File: config.mk
export PLATFORM = sky130hd
export DESIGN_NAME = uart_apb_bridge
export DESIGN_NICKNAME = d
export VERILOG_FILES = /design/src/rtl/uart_apb_bridge.sv
export SDC_FILE = /design/constraint.sdc
export NUM_CORES = 1
export LEC_CHECK = 0
export ABC_AREA = 1
export CORE_MARGIN = 2
export CORE_UTILIZATION = 35
export CTS_CLUSTER_DIAMETER = 150
export CTS_CLUSTER_SIZE = 16
export DETAILED_ROUTE_END_ITERATION = 10
export HOLD_SLACK_MARGIN = 0.08
export PLACE_DENSITY_LB_ADDON = 0.25
export SYNTH_ARGS = -nofsm -noshare
export SYNTH_HDL_FRONTEND = slang
export SYNTH_SLANG_ARGS = --single-unit
File: constraint.sdc
create_clock -name clk -period 3.3 [get_ports clk]
set_clock_uncertainty 0.05 [all_clocks]
set_input_delay 0.33 -clock clk [delete_from_list [all_inputs] [get_ports clk]]
set_output_delay 0.33 -clock clk [all_outputs]
set_load 0.01 [all_outputs]
File: src/rtl/uart_apb_bridge.sv
// UART-to-APB master bridge: framed byte commands on uart_rx become single APB
// transfers; an ack, NAK or 4 bytes of read data go back on uart_tx.
module uart_apb_bridge #(
    parameter int CLKS_PER_BIT = 434,
    parameter int TIMEOUT_CLKS = 1000000
) (
    input  logic        clk,
    input  logic        resetn,
    input  logic        uart_rx,
    output logic        uart_tx,
    output logic [19:0] paddr,
    output logic        pwrite,
    output logic        psel,
    output logic        penable,
    output logic [31:0] pwdata,
    input  logic [31:0] prdata,
    output logic        busy
);
    localparam int CW = $clog2(CLKS_PER_BIT);
    localparam int TW = $clog2(TIMEOUT_CLKS + 2);
    localparam logic [CW-1:0] BIT_LAST  = CW'(CLKS_PER_BIT - 1);
    localparam logic [CW-1:0] HALF_LAST = CW'(CLKS_PER_BIT / 2 - 1);
    localparam logic [7:0] CMD_W = 8'h57;
    localparam logic [7:0] CMD_R = 8'h52;
    localparam logic [7:0] ACK   = 8'h06;
    localparam logic [7:0] NAK   = 8'h15;

    typedef enum logic [2:0] {IDLE, ADDR, DATA, SETUP, ACCESS, RESP} state_t;

    logic          rx_s1, rx_s2, rx_prev, rx_active, rx_valid;
    logic [CW-1:0] rx_cnt;
    logic [3:0]    rx_idx;
    logic [7:0]    rx_shift;

    logic          tx_active, tx_start, tx_done;
    logic [7:0]    tx_byte;
    logic [9:0]    tx_frame;
    logic [CW-1:0] tx_cnt;
    logic [3:0]    tx_idx;

    state_t        state, state_next;
    logic          is_write, tmo_hit;
    logic [1:0]    byte_cnt, resp_left;
    logic [19:0]   addr_sh;
    logic [23:0]   data_sh;
    logic [23:0]   rdata;
    logic [TW-1:0] tmo_cnt;

    // RX: rx_idx 0 is the start bit (checked at half a bit), 1..8 data, 9 stop
    always_ff @(posedge clk or negedge resetn) begin
        if (!resetn) begin
            rx_s1     <= 1'b1;
            rx_s2     <= 1'b1;
            rx_prev   <= 1'b1;
            rx_active <= 1'b0;
            rx_cnt    <= '0;
            rx_idx    <= 4'd0;
            rx_shift  <= 8'h00;
            rx_valid  <= 1'b0;
        end else begin
            rx_s1    <= uart_rx;
            rx_s2    <= rx_s1;
            rx_prev  <= rx_s2;
            rx_valid <= 1'b0;
            if (!rx_active) begin
                if (rx_prev && !rx_s2) begin
                    rx_active <= 1'b1;
                    rx_cnt    <= '0;
                    rx_idx    <= 4'd0;
                end
            end else if (rx_idx == 4'd0) begin
                if (rx_cnt == HALF_LAST) begin
                    rx_cnt <= '0;
                    if (rx_s2) rx_active <= 1'b0;
                    else       rx_idx    <= 4'd1;
                end else begin
                    rx_cnt <= rx_cnt + 1'b1;
                end
            end else if (rx_cnt == BIT_LAST) begin
                rx_cnt <= '0;
                if (rx_idx == 4'd9) begin
                    rx_active <= 1'b0;
                    rx_valid  <= rx_s2;
                end else begin
                    rx_shift <= {rx_s2, rx_shift[7:1]};
                    rx_idx   <= rx_idx + 4'd1;
                end
            end else begin
                rx_cnt <= rx_cnt + 1'b1;
            end
        end
    end

    // TX: a new tx_start in the last stop-bit cycle chains bytes with no gap
    always_ff @(posedge clk or negedge resetn) begin
        if (!resetn) begin
            tx_active <= 1'b0;
            tx_frame  <= '1;
            tx_cnt    <= '0;
            tx_idx    <= 4'd0;
        end else if (tx_start) begin
            tx_active <= 1'b1;
            tx_frame  <= {1'b1, tx_byte, 1'b0};
            tx_cnt    <= '0;
            tx_idx    <= 4'd0;
        end else if (tx_active) begin
            if (tx_cnt == BIT_LAST) begin
                tx_cnt <= '0;
                if (tx_idx == 4'd9) tx_active <= 1'b0;
                else                tx_idx    <= tx_idx + 4'd1;
            end else begin
                tx_cnt <= tx_cnt + 1'b1;
            end
        end
    end

    assign tx_done = tx_active && (tx_idx == 4'd9) && (tx_cnt == BIT_LAST);
    assign uart_tx = !tx_active || tx_frame[tx_idx];
    assign tmo_hit = (TIMEOUT_CLKS != 0) && (tmo_cnt == TW'(TIMEOUT_CLKS));

    always_comb begin
        state_next = state;
        tx_start   = 1'b0;
        tx_byte    = 8'h00;
        case (state)
            IDLE: if (rx_valid) begin
                if (rx_shift == CMD_W || rx_shift == CMD_R) begin
                    state_next = ADDR;
                end else begin
                    state_next = RESP;
                    tx_start   = 1'b1;
                    tx_byte    = NAK;
                end
            end
            ADDR: begin
                if (rx_valid) begin
                    if (byte_cnt == 2'd2) state_next = is_write ? DATA : SETUP;
                end else if (tmo_hit) begin
                    state_next = IDLE;
                end
            end
            DATA: begin
                if (rx_valid) begin
                    if (byte_cnt == 2'd3) state_next = SETUP;
                end else if (tmo_hit) begin
                    state_next = IDLE;
                end
            end
            SETUP: state_next = ACCESS;
            ACCESS: begin
                state_next = RESP;
                tx_start   = 1'b1;
                tx_byte    = is_write ? ACK : prdata[31:24];
            end
            RESP: if (tx_done) begin
                if (resp_left == 2'd0) begin
                    state_next = IDLE;
                end else begin
                    tx_start = 1'b1;
                    tx_byte  = rdata[23:16];
                end
            end
            default: state_next = IDLE;
        endcase
    end

    // APB outputs load only on the byte that completes a command, then hold
    always_ff @(posedge clk or negedge resetn) begin
        if (!resetn) begin
            state     <= IDLE;
            is_write  <= 1'b0;
            byte_cnt  <= 2'd0;
            resp_left <= 2'd0;
            addr_sh   <= '0;
            data_sh   <= '0;
            rdata     <= '0;
            tmo_cnt   <= '0;
            paddr     <= '0;
            pwrite    <= 1'b0;
            pwdata    <= '0;
        end else begin
            state   <= state_next;
            tmo_cnt <= '0;
            case (state)
                IDLE: if (rx_valid) begin
                    is_write  <= (rx_shift == CMD_W);
                    byte_cnt  <= 2'd0;
                    resp_left <= 2'd0;
                end
                ADDR: begin
                    if (rx_valid) begin
                        addr_sh  <= {addr_sh[11:0], rx_shift};
                        byte_cnt <= (byte_cnt == 2'd2) ? 2'd0 : byte_cnt + 2'd1;
                        if (byte_cnt == 2'd2 && !is_write) begin
                            paddr  <= {addr_sh[11:0], rx_shift};
                            pwrite <= 1'b0;
                        end
                    end else if (TIMEOUT_CLKS != 0) begin
                        tmo_cnt <= tmo_cnt + 1'b1;
                    end
                end
                DATA: begin
                    if (rx_valid) begin
                        data_sh  <= {data_sh[15:0], rx_shift};
                        byte_cnt <= byte_cnt + 2'd1;
                        if (byte_cnt == 2'd3) begin
                            paddr  <= addr_sh;
                            pwrite <= 1'b1;
                            pwdata <= {data_sh, rx_shift};
                        end
                    end else if (TIMEOUT_CLKS != 0) begin
                        tmo_cnt <= tmo_cnt + 1'b1;
                    end
                end
                ACCESS: begin
                    rdata     <= prdata[23:0];
                    resp_left <= is_write ? 2'd0 : 2'd3;
                end
                RESP: if (tx_done && resp_left != 2'd0) begin
                    rdata     <= {rdata[15:0], 8'h00};
                    resp_left <= resp_left - 2'd1;
                end
                default: ;
            endcase
        end
    end

    assign busy    = (state != IDLE);
    assign psel    = (state == SETUP) || (state == ACCESS);
    assign penable = (state == ACCESS);
endmodule

==> metrics.cfg, run 1 <==
[synthesis]
synthArstFlopShare_pct=100
yosysTopAreaCellShare_pct=50.2
synthFlopType=dfrtp_1
yosys.area.top_type=dfrtp_1
synth_seq_area_share_pct=53.6
synth-edff-count=0
syn_nets=1137
ys_types=41
synth.avg_cell_area_sq_um=8.55
synth_cells=1085
ys_seq_elements=198
synth_area_sq_mm=0.00927
ys_warn_count=0
synth.area.top_cells=dfrtp_1, nand2_1, o21ai_0, inv_1, nor2_1

[timing]
fin_setup_tns_ns=0
drv_slew=0
maxSlewHeadroom_pct=41.9
max_freq_mhz=372
worst_pin_slew_ns=0.870
setup_viol=0
period_share_pct=81.4
period_minus_slack_ns=2.69
timing.hold.ws_ns=0.255
hold_viol=0
rsz0062_at_grt=false

[grt]
grt_usage_pct=15.8
grt_pass1_vias=7068
grt_pass1_wl_um=36100
grt_start_max_net_pins=77
antenna_found_initial=0
grt_overflow=0

[critical_path]
end_kind=primary output
crit_path_frequent_cell=inv_2
start_kind=register
critPathMaxFanout=17
critical_path_arrival_ns=2.31
crit_required_ns=2.92
cp_slowest_cell=clkdlybuf4s50_1
worstPathCellList=inv_2 > nand2_2 > nor2_2 > buf_4 > inv_2 > o21ai_0 > clkdlybuf4s50_1
critical_path_class=register to primary output
cp_slowest_stage_delay_ns=0.61

[clock_network]
cts-root-buf=clkbuf_16
h-tree-depth=4
cts-buffers-inserted=17
clk_path_buf_depth=2
cts_tree=built
postCtsSetupBuffers=0
clock_latency_ns=0.44
ctsResizeCount=0
cts_sinks=198
cts_hold_buffers=1
clkTransAtPathRegs_ns=0.08

[cells_and_area]
final_cell_area_sq_mm=0.0112
syn2layout_area_growth_pct=20.3
n_antenna_cell=0
nets=1220
fin_util_pct=42.8
final_common_cell=nand2_1
drive_above_1_share_pct=8.04
fillers=2571
final_cell_mix=nand2_1, dfrtp_1, inv_1, nor2_1, clkdlybuf4s50_1

[placement]
place_congestion=0.783
dp_hpwl_um=15000
place_area_sq_mm=0.0105
port_buffers=91

[drt]
viasPerCell=4.82
ant_nets=0
first_pass_iters=5
drt-wirelength-per-cell_um=14.1
vias=7306
detailedRoute.firstIterationViolations=440
finalWirelength_um=21400
remaining_drc_errors=0

[power]
ir_worst_vdd_uv=366
p_leak_nw=5.05
power_density_mw_per_mm2=451

[die]
ioPinCount=92
die_height_um=167
core_sq_mm=0.0261
initial_utilization_pct=35.6
die_area_sq_mm=0.0278
rows=59
fp.dieW_um=167

[run_status]
status=completed

[run]
drv_cap=0

[hold_path]
hp-class=primary input to register

==> flip-flops by register name (all words and copies together) (netlist names), 2 cells and up <==
signal,cells
addr_sh,20
byte_cnt,2
data_sh,24
paddr,20
pwdata,32
rdata,24
resp_left,2
rx_cnt,9
rx_idx,4
rx_shift,8
state,3
tmo_cnt,20
tx_cnt,9
tx_frame,9
tx_idx,4
==> synth_stat cells (3+ instances only) <==
cell type / instances
nand2_1: 285
nand4_1: 16
o22ai_1: 5
buf_6: 5
nand3_1: 55
buf_4: 4
a21oi_1: 18
dfstp_2: 12
o31ai_2: 10
o211ai_1: 30
dfrtp_1: 186
inv_1: 110
ha_1: 17
nor3_1: 11
o21ai_1: 37
inv_2: 7
buf_2: 14
o21ai_0: 86
clkbuf_1: 21
nor3b_1: 3
xor2_1: 10
nor4_1: 4
nor2_2: 7
o31ai_1: 11
nor2_1: 99
==> critical path, delay by kind of cell (launching register included) <==
kind            cells  cell delay (ns)
buf+inv             4             1.08
compound gates      1             0.18
simple gates        2             0.18
flops               1             0.42
==> power breakdown <==
| group | switching [mW] | total (mW) | internal [mW] |
|---|---|---|---|
| Combinational | 0.223 | 0.363 | 0.141 |
| Clock | 1.09 | 2.14 | 1.04 |
| Sequential | 0.0560 | 2.53 | 2.47 |
==> final cells by class <==
cell class | count | area (sq um) | area share (%)
clock inverters | 15 | 195 | 1.75
repair buffers | 108 | 1070 | 9.59
well taps | 335 | 419 | 3.76
multi-input cells | 724 | 3630 | 32.5
flip-flops and latches | 198 | 4970 | 44.6
inverters | 119 | 447 | 4.00
clock buffers | 17 | 425 | 3.81
==> through the flow <==
stage / cells / power [mW] / setup WS (ns)
floorplan: 1085 / 2.78 / 1.54
global placement: 1483 / 2.94 / 1.00
detailed placement: 1483 / 2.94 / 0.986
CTS: 1516 / 5.10 / 0.577
global route: 1516 / 5.25 / 0.445
finish: 1516 / 5.03 / 0.613
==> layer usage <==
layer	GRT usage (%)	vias up	wire [um]
met5	0	-	0
met1	21.7	3480	10200
met3	2.97	10	552
met2	26.1	96	10500
li1	-	3720	-
met4	3.49	0	137
==> kinds of logic after synthesis <==
logic type	share of synthesized area, %
AO/OA/AOI/OAI	13.2
XOR/XNOR	1.13
adder cells (fa/ha/maj)	2.29
buffers and inverters	7.36
flip-flops	53.6
AND/OR/NAND/NOR	22.4
==> path summary, 6_finish.rpt <==
path	start	endpoint	slack, ns	depth (start not counted)
setup reg to reg	tx_active	rdata[9]	0.96	7
max in group asynchronous	resetn	tx_frame[4]	1.98	3
min in group asynchronous	resetn	paddr[17]	0.42	2
hold / removal	uart_rx	rx_s1	0.26	1
hold reg to reg	rx_s1	rx_s2	0.32	0
setup / recovery	state[1]	psel	0.61	7
Power figures use the tool's default switching activity.
==> run 2, diff against run 1 <==
==> constraint.sdc (replaced) <==
create_clock -name clk -period 2.2 [get_ports clk]
set_clock_uncertainty 0.05 [all_clocks]
set_input_delay 0.22 -clock clk [delete_from_list [all_inputs] [get_ports clk]]
set_output_delay 0.22 -clock clk [all_outputs]
set_load 0.01 [all_outputs]
==> run 2 against run 1 <==
Effect of this change: non-clock buffer count up 18; hold slack worse by 0.12 ns; worst setup slack worse by 0.48 ns; critical endpoint is now uart_tx; flip-flop and latch count unchanged; total power up 53%; final cell count up 1.2%; critical path depth down 1.
==> metrics.cfg, run 2 (synthesized netlist as in run 1, its figures left out) <==
[run_status]
status=completed  ; unchanged

[cells_and_area]
drive_above_1_share_pct=9.67  ; was 8.04%
final_cell_mix=nand2_1, dfrtp_1, inv_1, nor2_1  ; was nand2_1, dfrtp_1, inv_1, nor2_1, clkdlybuf4s50_1
n_antenna_cell=0  ; unchanged
fin_util_pct=43.6  ; was 42.8%
nets=1238  ; was 1220
largest_reg_flops=32  ; unchanged
final_common_cell=nand2_1  ; unchanged
syn2layout_area_growth_pct=22.5  ; was 20.3%
reg_top3=pwdata: 32 flops, data_sh: 24 flops, rdata: 24 flops  ; unchanged
top_register=pwdata  ; unchanged

[die]
die_area_sq_mm=0.0278  ; unchanged
initial_utilization_pct=35.6  ; unchanged
core_sq_mm=0.0261  ; unchanged
fp.dieW_um=167  ; unchanged
die_height_um=167  ; unchanged
rows=59  ; unchanged
ioPinCount=92  ; unchanged

[grt]
grt_start_max_net_pins=65  ; was 77
grt_usage_pct=15.9  ; was 15.8%
grt_overflow=0  ; unchanged
antenna_found_initial=0  ; unchanged
grt_pass1_wl_um=36300  ; was 36100 um
grt_pass1_vias=7202  ; was 7068

[timing]
maxSlewHeadroom_pct=42.7  ; was 41.9%
drv_slew=0  ; unchanged
max_freq_mhz=483
worst_pin_slew_ns=0.858  ; was 0.870 ns
hold_viol=0  ; unchanged
fin_setup_tns_ns=0  ; unchanged
period_minus_slack_ns=2.07
period_share_pct=94.1
setup_viol=0  ; unchanged
rsz0062_at_grt=false  ; unchanged

[critical_path]
critical_path_class=register to primary output  ; unchanged
critical_path_arrival_ns=1.80  ; was 2.31 ns
start_kind=register  ; unchanged
critPathMaxFanout=8  ; was 17
crit_required_ns=1.93  ; was 2.92 ns
end_kind=primary output  ; unchanged

[drt]
drt-wirelength-per-cell_um=13.9  ; was 14.1 um
detailedRoute.firstIterationViolations=448  ; was 440
remaining_drc_errors=0  ; unchanged
finalWirelength_um=21300  ; was 21400 um
first_pass_iters=6  ; was 5
viasPerCell=4.79  ; was 4.82
vias=7355  ; was 7306
ant_nets=0  ; unchanged

[clock_network]
clkTransAtPathRegs_ns=0.09  ; was 0.08 ns
cts_tree=built  ; unchanged
clk_path_buf_depth=2  ; unchanged
cts-root-buf=clkbuf_16  ; unchanged
h-tree-depth=4  ; unchanged
cts-buffers-inserted=17  ; unchanged
clock_latency_ns=0.44  ; about the same
cts_sinks=198  ; unchanged

[placement]
port_buffers=91  ; unchanged
place_congestion=0.835  ; was 0.783
dp_hpwl_um=15100  ; was 15000 um

[power]
power_density_mw_per_mm2=678  ; was 451 mW/mm^2
ir_worst_vdd_uv=495  ; was 366 uV
p_leak_nw=5.19  ; was 5.05 nW

[hold_path]
hp-class=primary input to register  ; unchanged

[run]
drv_cap=0  ; unchanged

run 2: power breakdown:
part           leakage, nW  total, mW  internal, mW  switching, mW
Combinational         2.30      0.567         0.231          0.336
Clock                0.313       3.34          1.62           1.72
Sequential            2.58       3.79          3.71         0.0858
Total                 5.19       7.70          5.56           2.14
run 2: critical path, cell delays in order (launching register included):
cell,delay [ns]
dfrtp_2,0.46
or2_2,0.30
o211ai_1,0.09
nand3_1,0.09
nand3_1,0.08
nand3_1,0.06
dlygate4sd2_1,0.28
run 2: cell type report:
| cell class | count | area (sq um) |
|---|---|---|
| fillers | 2550 | 14700 |
| flip-flops and latches | 198 | 4970 |
| multi-input cells | 724 | 3630 |
| repair buffers | 126 | 1240 |
| inverters | 119 | 447 |
| clock buffers | 17 | 425 |
| well taps | 335 | 419 |
| clock inverters | 15 | 221 |
run 2: what timing repair did:
item,in CTS,in global routing
resized for setup,7,2
gates cloned,0,0
endpoints found under the hold margin,56,0
buffers inserted,3,0
setup endpoints to repair,3,2
pin swaps,0,1
hold buffers,1,0
run 2: through the flow:
step / setup slack [ns] / hold slack, ns / instances / instance area (sq um) / power, mW
after CTS: 0.00491 / 0.113 / 1534 / 11400 / 7.82
after global routing: 0.00244 / 0.121 / 1534 / 11400 / 8.07
final: 0.131 / 0.140 / 1534 / 11400 / 7.70
after floorplan: 0.441 / -0.126 / 1085 / 9270 / 4.17
after global placement: 0.266 / 0.212 / 1498 / 10700 / 4.42
after detailed placement: 0.249 / 0.214 / 1498 / 10700 / 4.44
run 2: metal layers:
layer / global-route usage, % / routed length [um] / up-vias
met5: 0 / 0 / -
met4: 3.07 / 172 / 0
met3: 3.09 / 593 / 13
met2: 27.0 / 10500 / 90
met1: 21.2 / 9980 / 3499
li1: - / - / 3753
run 2: worst paths after layout:
check / startpoint / to / slack (ns) / depth (start not counted)
max: tx_idx[0] / uart_tx / 0.13 / 6
min: uart_rx / rx_s1 / 0.14 / 1
max reg2reg: tx_idx[1] / state[0] / 0.19 / 10
min reg2reg: rx_s1 / rx_s2 / 0.31 / 0
max in group asynchronous: resetn / tx_frame[1] / 1.08 / 3
min in group asynchronous: resetn / addr_sh[16] / 0.30 / 2
